File: src/rtl/pipe_mux_pkg.sv
// pipe_mux_pkg
// Shared definitions for pipe_mux_n and its skid buffer:
//   - state_t     : occupancy state of the 2-entry buffer (EMPTY/ONE/FULL);
//                   the encoding equals the number of stored words
//   - sel_w_calc  : width of the select input for a given number of inputs
package pipe_mux_pkg;

    typedef enum logic [1:0] {
        ST_EMPTY = 2'd0,
        ST_ONE   = 2'd1,
        ST_FULL  = 2'd2
    } state_t;

    // At least one select bit, even for two inputs.
    function automatic int sel_w_calc(input int n);
        return (n <= 2) ? 1 : $clog2(n);
    endfunction

endpackage

File: src/rtl/mux_skid_buf.sv
// mux_skid_buf
// Two-entry FIFO (skid buffer) with valid/ready handshakes on both sides.
//
// Handshake: a push happens on a rising edge where in_valid && in_ready;
// a pop happens on a rising edge where out_valid && out_ready. in_ready is
// a flop driven from the next state only, so there is no combinational path
// from out_ready to in_ready.
//
// Ports:
//   clk, reset          clock, asynchronous active-high reset
//   in_data/in_valid    word offered by upstream
//   in_ready            buffer can take a word (low in FULL and during reset)
//   out_data/out_valid  oldest stored word
//   out_ready           downstream takes the head word
//   state               current occupancy state (debug visibility)
module mux_skid_buf
    import pipe_mux_pkg::*;
#(
    parameter int word_size = 32
) (
    input  logic                 clk,
    input  logic                 reset,
    input  logic [word_size-1:0] in_data,
    input  logic                 in_valid,
    output logic                 in_ready,
    output logic [word_size-1:0] out_data,
    output logic                 out_valid,
    input  logic                 out_ready,
    output state_t               state
);

    state_t               r_state;
    state_t               w_next_state;
    logic [word_size-1:0] r_head;
    logic [word_size-1:0] r_tail;
    logic                 r_in_ready;
    logic                 w_push;
    logic                 w_pop;

    assign w_push = in_valid && r_in_ready;
    assign w_pop  = out_ready && (r_state != ST_EMPTY);

    always_comb begin
        w_next_state = r_state;
        case (r_state)
            ST_EMPTY: if (w_push) w_next_state = ST_ONE;
            ST_ONE: begin
                if (w_push && !w_pop)      w_next_state = ST_FULL;
                else if (w_pop && !w_push) w_next_state = ST_EMPTY;
            end
            ST_FULL:  if (w_pop) w_next_state = ST_ONE;
            default:  w_next_state = ST_EMPTY;
        endcase
    end

    always_ff @(posedge clk or posedge reset) begin
        if (reset) begin
            r_state    <= ST_EMPTY;
            r_in_ready <= 1'b0;
        end else begin
            r_state    <= w_next_state;
            r_in_ready <= (w_next_state != ST_FULL);
        end
    end

    // r_head is always the oldest word; r_tail only holds data in FULL.
    always_ff @(posedge clk or posedge reset) begin
        if (reset) begin
            r_head <= '0;
            r_tail <= '0;
        end else begin
            case (r_state)
                ST_EMPTY: if (w_push) r_head <= in_data;
                ST_ONE: begin
                    // push+pop: the new word replaces the leaving head, no bubble
                    if (w_push && w_pop) r_head <= in_data;
                    else if (w_push)     r_tail <= in_data;
                end
                ST_FULL:  if (w_pop) r_head <= r_tail;
                default:  ;
            endcase
        end
    end

    assign in_ready  = r_in_ready;
    assign out_valid = (r_state != ST_EMPTY);
    assign out_data  = r_head;
    assign state     = r_state;

endmodule

File: src/rtl/pipe_mux_n.sv
// pipe_mux_n
// Selects one of num_inputs words on each accepted transfer and queues it in
// a 2-entry skid buffer. A select at or beyond num_inputs captures zero.
//
// Optional feature macro: PIPE_MUX_ERR_EN adds the sticky sel_err output,
// set by any accepted transfer with an out-of-range select, cleared by reset.
//
// Ports:
//   clk, reset          clock, asynchronous active-high reset
//   in_data             packed inputs, input i at [i*word_size +: word_size]
//   sel                 input index, used only on an accepted transfer
//   in_valid/in_ready   upstream handshake
//   out_data/out_valid  head word of the buffer
//   out_ready           downstream handshake
//   dbg_state           buffer occupancy state (0 EMPTY, 1 ONE, 2 FULL)
//   sel_err             sticky out-of-range flag (PIPE_MUX_ERR_EN only)
module pipe_mux_n
    import pipe_mux_pkg::*;
#(
    parameter int word_size  = 32,
    parameter int num_inputs = 4
) (
    input  logic                            clk,
    input  logic                            reset,
    input  logic [num_inputs*word_size-1:0] in_data,
    input  logic [sel_w_calc(num_inputs)-1:0] sel,
    input  logic                            in_valid,
    output logic                            in_ready,
    output logic [word_size-1:0]            out_data,
    output logic                            out_valid,
    input  logic                            out_ready,
    output logic [1:0]                      dbg_state
`ifdef PIPE_MUX_ERR_EN
    ,
    output logic                            sel_err
`endif
);

    localparam int sel_w = sel_w_calc(num_inputs);

    logic [word_size-1:0] w_sel_word;
    logic                 w_in_ready;
    state_t               w_state;

    // Unmatched select values fall through to the zero default.
    always_comb begin
        w_sel_word = '0;
        for (int i = 0; i < num_inputs; i++) begin
            if (sel == sel_w'(i)) w_sel_word = in_data[i*word_size +: word_size];
        end
    end

    mux_skid_buf #(
        .word_size (word_size)
    ) u_buf (
        .clk       (clk),
        .reset     (reset),
        .in_data   (w_sel_word),
        .in_valid  (in_valid),
        .in_ready  (w_in_ready),
        .out_data  (out_data),
        .out_valid (out_valid),
        .out_ready (out_ready),
        .state     (w_state)
    );

    assign in_ready  = w_in_ready;
    assign dbg_state = w_state;

`ifdef PIPE_MUX_ERR_EN
    logic r_sel_err;
    logic w_sel_oor;

    assign w_sel_oor = (32'(sel) >= 32'(num_inputs));

    always_ff @(posedge clk or posedge reset) begin
        if (reset)                                  r_sel_err <= 1'b0;
        else if (in_valid && w_in_ready && w_sel_oor) r_sel_err <= 1'b1;
    end

    assign sel_err = r_sel_err;
`endif

endmodule

File: config.mk
export PLATFORM = sky130hd
export DESIGN_NAME = pipe_mux_n
export DESIGN_NICKNAME = d
export VERILOG_FILES = /design/src/rtl/pipe_mux_pkg.sv /design/src/rtl/mux_skid_buf.sv /design/src/rtl/pipe_mux_n.sv
export SDC_FILE = /design/constraint.sdc
export NUM_CORES = 1
export LEC_CHECK = 0
export CAP_MARGIN = 20
export CORE_AREA = 2 2 98 100
export CTS_CLUSTER_SIZE = 24
export DETAILED_ROUTE_END_ITERATION = 12
export DIE_AREA = 0 0 100 102
export PLACE_DENSITY = 0.86
export SYNTH_ARGS = -nofsm -noshare
export SYNTH_HDL_FRONTEND = slang
export SYNTH_HIERARCHICAL = 1
export SYNTH_SLANG_ARGS = --single-unit
File: constraint.sdc
create_clock -name clk -period 2.44 [get_ports clk]
set_clock_uncertainty 0.1 [all_clocks]
set_input_delay 0.366 -clock clk [delete_from_list [all_inputs] [get_ports clk]]
set_output_delay 0.366 -clock clk [all_outputs]
set_load 0.02 [all_outputs]
==> results of run 1 <==
[cell usage after synthesis, types with 3 or more instances]
library cell | n | share of area
buf_12 | 3 | 0.016
buf_2 | 8 | 0.011
buf_6 | 5 | 0.015
clkbuf_1 | 8 | 0.0081
dfrtp_1 | 67 | 0.45
mux2_4 | 30 | 0.12
mux4_2 | 30 | 0.18
o21a_1 | 32 | 0.065
o32a_1 | 32 | 0.086
[where the power goes]
part	total [µW]	switching, µW	internal (µW)	leakage [µW]
registers	1980	328	1660	0.000769
clock network	936	409	527	0.000106
logic	2500	1020	1480	0.00134
total	5420	1760	3660	0.00222
[state kept, by name, summed over array words and instances (netlist names)]
name / count
u_buf/state: 2
u_buf/r_tail: 32
u_buf/in_ready: 1
u_buf/out_data: 32
[worst paths after layout]
| path | start | to | slack, ps |
|---|---|---|---|
| max in group asynchronous | reset | u_buf/out_data[9] | 1490 |
| worst min-delay path | reset | u_buf/out_data[25] | 220 |
| min in group clk | u_buf/out_data[25] | u_buf/out_data[25] | 390 |
| worst max register to register | u_buf/state[1] | u_buf/out_data[24] | 580 |
| worst max-delay path | u_buf/state[1] | out_valid | 350 |
| worst min register to register | u_buf/out_data[25] | u_buf/out_data[25] | 390 |
[per-stage QoR]
| stage | instance area [µm²] | power, µW | instances | worst slack, ps |
|---|---|---|---|---|
| 6_report | 5730 | 5420 | 517 | 352 |
| 5_1_grt | 5730 | 5730 | 517 | 278 |
| 4_1_cts | 5730 | 5470 | 517 | 328 |
| 3_5_place_dp | 5530 | 4500 | 501 | 184 |
| 3_3_place_gp | 5530 | 4410 | 501 | 262 |
| 2_1_floorplan | 3720 | 3430 | 234 | 291 |
[per-layer routing]
metal / share of wire / global-route usage / vias to the layer above
met2: 0.52 / 0.357 / 117
met5: 0 / 0 / -
met4: 0.014 / 0.0622 / 0
met1: 0.40 / 0.245 / 1485
li1: - / - / 1286
met3: 0.068 / 0.0458 / 11
[kinds of logic (layout without fill, tap and decap cells)]
group           after synthesis  in the layout
compound gates               67             67
buf+inv                      25            197
flops                        67             67
mux                          66             66
simple gates                  9              9
[final cells by class]
class / instances / area share
clock buffers: 12 / 0.0271
clock inverters: 4 / 0.00852
inverters: 1 / 0.000655
multi-input cells: 142 / 0.327
flip-flops and latches: 67 / 0.293
well taps: 111 / 0.0242
repair buffers: 180 / 0.320
==> impl_metrics.env, run 1 <==
export IMPL_outcome="complete, no violations"
export IMPL_synth_distinct_cells=23
export IMPL_grt_pass1_wl_um=15800
export IMPL_grt_use_total=0.201
export IMPL_die_x_um=100
export IMPL_syn_avg_cell_area_um2=15.9
export IMPL_cts_max_level=3
export IMPL_rows=35
export IMPL_crit_chain="or2_2 > clkdlybuf4s50_1"
export IMPL_dpl_hpwl_um=7190
export IMPL_critPathLaunchType="flip-flop"
export IMPL_slowest_stage="clkdlybuf4s50_1"
export IMPL_overflow=0
export IMPL_max_freq_mhz=479
export IMPL_ys_warn_count=6
export IMPL_synth_ff_type="dfrtp_1"
export IMPL_synth_edf_count=0
export IMPL_maxSlewHeadroom=0.359
export IMPL_clock_sinks=67
export IMPL_cts_tree="done"
export IMPL_crit_required_ps=1970
export IMPL_cts_resized_gates=0
export IMPL_fillCellCount=692
export IMPL_routedWlPerCell_um=19.1
export IMPL_syn_to_final_growth_pct=54.0
export IMPL_root_buffer="clkbuf_8"
export IMPL_synthMuxAreaShare=0.328
export IMPL_gp_congestion=0.707
export IMPL_path_buf_inv=1
export IMPL_crit_path_max_fanout=8
export IMPL_period_share=0.856
export IMPL_ys_ff_latch=67
export IMPL_grt_start_max_net_pins=40
export IMPL_cts_buffers=9
export IMPL_ir_worst_vdd_mv=0.428
export IMPL_die_area_um2=10200
export IMPL_synth_simple_gate_area_frac=0.0151
export IMPL_slowest_delay_ps=540
export IMPL_ctsLongestPathBuffers=2
export IMPL_netlist_area_um2=3720
export IMPL_antenna_cells=0
export IMPL_p_leak_uw=0.00222
export IMPL_worst_setup_path_type="flip-flop to primary output"
export IMPL_synthXorXnorAreaFrac=0
export IMPL_synth_compound_area_share=0.155
export IMPL_grt_pass1_vias=3159
export IMPL_holdWs_ps=223
export IMPL_synthArstFlopShare=1.00
export IMPL_period_minus_slack_ps=2090
export IMPL_endpoint_kind="primary output"
export IMPL_num_io_pins=170
export IMPL_start_util=0.409
export IMPL_vias=2899
export IMPL_drtAntennaViolNets=0
export IMPL_synthAdderAreaFrac=0
export IMPL_cts_setup_buffers=0
export IMPL_regArea_um2=1680
export IMPL_first_pass_iters=5
export IMPL_arrival_ps=1620
export IMPL_netlist_instances=234
export IMPL_synth_fp_nets=368
export IMPL_ys_seq_area_frac=0.451
export IMPL_max_cap_violations=0
export IMPL_maxSlewViolCount=0
export IMPL_die_height_um=102
export IMPL_clkSlewWorstSetupHoldPaths_ps=70
export IMPL_layout_commonest_cell="clkdlybuf4s50_1"
export IMPL_hold_path_class="input port to asynchronous set/reset pin"
export IMPL_multi_input_area_um2=1870
export IMPL_crit_cells=2
export IMPL_rsz0062_at_grt="no"
export IMPL_cpLargestDelayFamily="buffers and inverters"
export IMPL_antenna_found_initial=0
export IMPL_final_core_util=0.629
export IMPL_routed_wirelength_um=9890
export IMPL_worst_pin_slew_ps=958
export IMPL_vias_per_cell=5.61
export IMPL_most_common_layout_cells="clkdlybuf4s50_1 (168), dfrtp_1 (67), o32a_1 (32), o21a_1 (32)"
export IMPL_core_area_um2=9110
export IMPL_drc=0
export IMPL_worst_r2r_cell_count=3
export IMPL_fin_nets=535
export IMPL_portBuffers=169
export IMPL_setup_violations=0
export IMPL_tns_ps=0
export IMPL_p_per_area_nw_per_um2=945
export IMPL_drive_gt1_frac=0.234
export IMPL_clk_latency_ps=330
export IMPL_holdBufCountCts=0
export IMPL_finalHoldViolCount=0
export IMPL_synth_top_family_by_area="multiplexers"
export IMPL_first_iter_violations=111
(Power assumes the default switching activity.)
==> run 2, diff against run 1 <==
ABC_AREA = 1   (was not set)
CORE_AREA = 2 2 100 102   (was 2 2 98 100)
DIE_AREA = 0 0 102 104   (was 0 0 100 102)
GPL_ROUTABILITY_DRIVEN = 0   (was not set)
PLACE_DENSITY = 0.87   (was 0.86)
==> run 2 against run 1 <==
Core utilization fell by 1.7 points. Synthesized cell count rose to 2.5 times the previous value. Maximum frequency fell by 3.1%. Wire length rose by 33%. Clock power fell by 17%. Via count rose by 59%. Sequential share of layout area fell by 0.59 points. Worst setup slack got worse by 68 ps. Register-to-register slack improved by 140 ps. Critical endpoint unchanged. Largest power group unchanged. Highest routed layer unchanged.
==> impl_metrics.env, run 2 <==
export IMPL_outcome="complete, no violations"
export IMPL_period_minus_slack_ps=2160
export IMPL_antenna_cells=0
export IMPL_crit_path_max_fanout=6
export IMPL_worst_setup_path_type="flip-flop to primary output"
export IMPL_vias=4598
export IMPL_yosys_area_top_type="dfrtp_1"
export IMPL_ys_ff_latch=67
export IMPL_holdBufCountCts=0
export IMPL_routedWlPerCell_um=15.2
export IMPL_p_switching_uw=2010
export IMPL_first_iter_violations=272
export IMPL_most_common_layout_cells="nand2_1 (294), clkdlybuf4s50_1 (167), nand3_1 (130), dfrtp_1 (67), nand4_1 (33)"
export IMPL_holdWs_ps=321
export IMPL_finalHoldViolCount=0
export IMPL_first_pass_iters=6
export IMPL_grt_start_max_net_pins=68
export IMPL_worst_r2r_cell_count=6
export IMPL_path_buf_inv=2
export IMPL_overflow=0
export IMPL_rows=36
export IMPL_maxSlewHeadroom=0.603
export IMPL_clkSlewWorstSetupHoldPaths_ps=70
export IMPL_rsz0062_at_grt="no"
export IMPL_setup_violations=0
export IMPL_grt_pass1_vias=4367
export IMPL_ir_worst_vdd_mv=0.326
export IMPL_max_cap_violations=0
export IMPL_fin_nets=866
export IMPL_max_freq_mhz=464
export IMPL_ys_seq_area_frac=0.419
export IMPL_clk_latency_ps=340
export IMPL_endpoint_kind="primary output"
export IMPL_syn_to_final_growth_pct=46.0
export IMPL_rrSetupSlack_ps=720
export IMPL_arrival_ps=1690
export IMPL_synthTopCellsByArea="dfrtp_1 (42%), nand2_1 (28%), nand3_1 (16%), nand4_1 (5.2%), buf_2 (3.2%)"
export IMPL_slowest_delay_ps=610
export IMPL_crit_required_ps=1970
export IMPL_cpLargestDelayFamily="buffers and inverters"
export IMPL_dpl_hpwl_um=9390
export IMPL_ctsLongestPathBuffers=2
export IMPL_antenna_found_initial=0
export IMPL_vias_per_cell=5.30
export IMPL_clock_sinks=67
export IMPL_clockPowerShare=0.152
export IMPL_cts_setup_buffers=0
export IMPL_p_per_area_nw_per_um2=872
export IMPL_switching_share=0.394
export IMPL_cts_resized_gates=0
export IMPL_stdcell_area_um2=5850
export IMPL_syn_avg_cell_area_um2=6.83
export IMPL_p_seq_frac=0.385
export IMPL_share_comb_of_total_power=0.463
export IMPL_synth_edf_count=0
export IMPL_crit_chain="inv_1 > nand2_1 > clkdlybuf4s50_1"
export IMPL_yosys_area_top_type_share=0.419
export IMPL_routed_wirelength_um=13200
export IMPL_die_x_um=102
export IMPL_rr_startpoint="u_buf/state[1]"
export IMPL_synthTopCellsByCount="nand2_1 (294), nand3_1 (130), dfrtp_1 (67)"
export IMPL_drtAntennaViolNets=0
export IMPL_netlist_area_um2=4010
export IMPL_place_area_um2=5700
export IMPL_netlist_instances=586
export IMPL_num_io_pins=170
export IMPL_root_buffer="clkbuf_8"
export IMPL_r2r_end="u_buf/out_data[7]"
export IMPL_intPower_uw=3090
export IMPL_cts_tree="done"
export IMPL_critPathLaunchType="flip-flop"
export IMPL_start_util=0.419
export IMPL_synth_fp_nets=720
export IMPL_synthArstFlopShare=1.00
export IMPL_worst_pin_slew_ps=595
export IMPL_layout_commonest_cell="nand2_1"
export IMPL_die_height_um=104
export IMPL_drive_gt1_frac=0.0463
export IMPL_grt_pass1_wl_um=21600
export IMPL_cts_max_level=3
export IMPL_hold_path_class="input port to asynchronous set/reset pin"
export IMPL_maxSlewViolCount=0
export IMPL_p_leak_uw=0.00279
export IMPL_drc=0
export IMPL_synth_ff_type="dfrtp_1"
export IMPL_period_share=0.884
export IMPL_yosysMostFrequentCell="nand2_1"
export IMPL_ys_warn_count=6
export IMPL_die_area_um2=10600
export IMPL_fin_ws_ps=284
export IMPL_cts_buffers=9
export IMPL_synth_distinct_cells=16
export IMPL_core_area_um2=9550
export IMPL_slowest_stage="clkdlybuf4s50_1"
export IMPL_tns_ps=0
export IMPL_dp_slack_ps=318
export IMPL_grt_use_total=0.256
export IMPL_portBuffers=169
## run 2: power by group through the flow
stage          logic, µW  clock network (µW)  registers, µW
4_1_cts             2370                 792           1960
2_1_floorplan        969                   0           2250
5_1_grt             2590                 836           2030
6_report            2360                 773           1960
3_3_place_gp        2280                   0           1960
3_5_place_dp        2360                   0           1980
## run 2: cells by family (layout without fill, tap and decap cells)
| kind of cell | count (synthesis) | count (layout) | synth area share |
|---|---|---|---|
| and+or+nand+nor | 464 | 464 | 0.503 |
| DFF | 67 | 67 | 0.419 |
| buffers and inverters | 53 | 201 | 0.0756 |
| AOI/OAI and AO/OA | 2 | 2 | 0.00250 |
## run 2: layout make-up
type	instances	area (µm²)
Inverter	9	33.8
Timing Repair Buffer	179	1790
Tap cell	133	166
Fill cell	861	3700
Sequential cell	67	1680
Clock buffer	13	149
Multi-Input combinational cell	466	2030
## run 2: per-stage QoR
step / std cells / utilization / power (µW)
after detailed placement: 854 / 0.597 / 4330
after floorplan: 586 / - / 3220
after global placement: 853 / 0.594 / 4250
after global routing: 867 / 0.612 / 5460
after CTS: 867 / 0.612 / 5120
final: 867 / 0.612 / 5100
## run 2: worst reg2reg max path, stage by stage, from the launching register on
cell     delay [ps]
dfrtp_1         470
nand2_2         120
inv_2            50
nand2_4         300
nand2_4         310
nand2_1         180
nand2_1          70
## run 2: worst max-delay path by stage
| stage | start | endpoint | slack [ps] | cells after the start |
|---|---|---|---|---|
| 2_1_floorplan | reset | u_buf/in_ready | 290 | 1 |
| 4_1_cts | u_buf/state[1] | out_valid | 260 | 3 |
| 6_report | u_buf/state[1] | out_valid | 280 | 3 |
| 3_3_place_gp | sel[0] | u_buf/out_data[13] | 310 | 8 |
| 3_5_place_dp | out_ready | u_buf/out_data[7] | 320 | 7 |
| 5_1_grt | u_buf/state[1] | out_valid | 220 | 3 |
## run 2: routing by layer
layer,vias to the layer above,track usage,routed length [µm]
met3,23,0.0450,1160
met4,0,0.0867,274
li1,2208,-,-
met5,-,0,0
met2,235,0.396,6220
met1,2132,0.360,5510
==> run 3, diff against run 2 <==
GPL_TIMING_DRIVEN = 0   (was not set)
==> run 3 against run 2 <==
Clock-buffer cell count down 3. Highest routed layer unchanged. Combinational power increased by 2%. Clock power increased by 7.2%. Final area rose by 3.7%.
==> impl_metrics.env, run 3 (synthesized netlist as in run 2, its figures left out) <==
export IMPL_endpoint_kind="primary output"
export IMPL_period_minus_slack_ps=2140
export IMPL_clock_sinks=67
export IMPL_ir_worst_vdd_mv=0.323
export IMPL_maxSlewHeadroom=0.690
export IMPL_setup_violations=0
export IMPL_core_area_um2=9550
export IMPL_holdBufCountCts=0
export IMPL_placedCellCount=889
export IMPL_grt_pass1_vias=4562
export IMPL_switching_share=0.394
export IMPL_rows=36
export IMPL_hold_path_class="input port to asynchronous set/reset pin"
export IMPL_antenna_cells=0
export IMPL_slowest_delay_ps=630
export IMPL_critPathLaunchType="flip-flop"
export IMPL_fin_cells=905
export IMPL_cts_tree="done"
export IMPL_first_pass_iters=5
export IMPL_cts_max_level=3
export IMPL_crit_chain="inv_1 > nand2_1 > clkdlybuf4s50_1"
export IMPL_routed_wirelength_um=13500
export IMPL_num_io_pins=170
export IMPL_outcome="complete, no violations"
export IMPL_crit_path_max_fanout=6
export IMPL_grt_use_total=0.258
export IMPL_stdcell_area_um2=6060
export IMPL_antenna_found_initial=0
export IMPL_finalHoldViolCount=0
export IMPL_first_iter_violations=393
export IMPL_intPower_uw=3150
export IMPL_rsz0062_at_grt="no"
export IMPL_dpl_hpwl_um=10600
export IMPL_cts_buffers=9
export IMPL_grt_pass1_wl_um=22000
export IMPL_worst_pin_slew_ps=465
export IMPL_rr_startpoint="u_buf/state[0]"
export IMPL_p_leak_uw=0.00294
export IMPL_drtAntennaViolNets=0
export IMPL_share_comb_of_total_power=0.464
export IMPL_cts_resized_gates=0
export IMPL_period_share=0.877
export IMPL_p_seq_frac=0.377
export IMPL_fin_nets=901
export IMPL_cts_setup_buffers=0
export IMPL_portBuffers=169
export IMPL_clockPowerShare=0.160
export IMPL_max_cap_violations=0
export IMPL_start_util=0.419
export IMPL_vias_per_cell=5.34
export IMPL_drive_gt1_frac=0.0946
export IMPL_routedWlPerCell_um=14.9
export IMPL_ctsLongestPathBuffers=2
export IMPL_die_height_um=104
export IMPL_arrival_ps=1670
export IMPL_p_switching_uw=2050
export IMPL_clkSlewWorstSetupHoldPaths_ps=70
export IMPL_r2r_end="u_buf/out_data[8]"
export IMPL_vias=4831
export IMPL_overflow=0
export IMPL_maxSlewViolCount=0
export IMPL_holdWs_ps=245
export IMPL_clk_latency_ps=350
export IMPL_crit_required_ps=1970
export IMPL_drc=0
export IMPL_most_common_layout_cells="nand2_1 (294), clkdlybuf4s50_1 (169), nand3_1 (130), dfrtp_1 (67), nand4_1 (33)"
export IMPL_rrSetupSlack_ps=920
export IMPL_die_x_um=102
export IMPL_max_freq_mhz=467
export IMPL_grt_start_max_net_pins=47
export IMPL_place_area_um2=5880
export IMPL_root_buffer="clkbuf_8"
export IMPL_worst_r2r_cell_count=8
export IMPL_worst_setup_path_type="flip-flop to primary output"
export IMPL_p_per_area_nw_per_um2=857
export IMPL_die_area_um2=10600
export IMPL_slowest_stage="clkdlybuf4s50_1"
export IMPL_syn_to_final_growth_pct=51.4
export IMPL_layout_commonest_cell="nand2_1"
[run 3: changes by cell type in the layout (fill, tap and decap cells not counted), moves of 2 or more]
cell,change
buf_2,+24
buf_4,+9
clkinv_2,+2
clkinvlp_4,+3
clkbuf_1,-3
clkdlybuf4s50_1,+2
[run 3: per-layer routing]
metal  share of wire  routed length [µm]  GRT usage
met3           0.083                1110     0.0477
met5               0                   0          0
met1            0.40                5400      0.333
met4           0.030                 399     0.0962
met2            0.49                6540      0.428
[run 3: stage by stage]
| stage | TNS (ps) | power [µW] | setup WS [ps] | util |
|---|---|---|---|---|
| floorplan | 0 | 3220 | 291 | - |
| global placement | -46560 | 4270 | -699 | 0.614 |
| detailed placement | 0 | 4360 | 371 | 0.616 |
| CTS | 0 | 5200 | 280 | 0.635 |
| global route | 0 | 5540 | 207 | 0.635 |
| finish | 0 | 5190 | 299 | 0.635 |
[run 3: worst max-delay path by stage]
stage | startpoint | end | slack (ps) | cells past startpoint
after floorplan | reset | u_buf/in_ready | 290 | 1
after global placement | reset | u_buf/out_data[28] | -700 | 2
after detailed placement | sel[1] | u_buf/out_data[17] | 370 | 9
after CTS | u_buf/state[1] | out_valid | 280 | 3
after global routing | u_buf/state[1] | out_valid | 210 | 3
final | u_buf/state[1] | out_valid | 300 | 3
[run 3: power by group through the flow]
stage | clock network [µW] | logic (µW) | registers, µW
floorplan | 0 | 969 | 2250
detailed placement | 0 | 2390 | 1970
global placement | 0 | 2310 | 1960
global route | 882 | 2630 | 2020
CTS | 837 | 2410 | 1960
finish | 829 | 2410 | 1960
[run 3: critical path, delay by kind of cell, from the launching register on]
| family | cells | cell delay [ps] |
|---|---|---|
| buffers and inverters | 2 | 740 |
| DFF | 1 | 470 |
| and+or+nand+nor | 1 | 120 |
[run 3: final cells by class]
type / instances / area [µm²]
well taps: 133 / 166
fillers: 824 / 3490
repair buffers: 170 / 1710
inverters: 9 / 33.8
flip-flops and latches: 67 / 1680
plain buffers: 44 / 269
clock inverters: 6 / 41.3
clock buffers: 10 / 138
multi-input cells: 466 / 2030
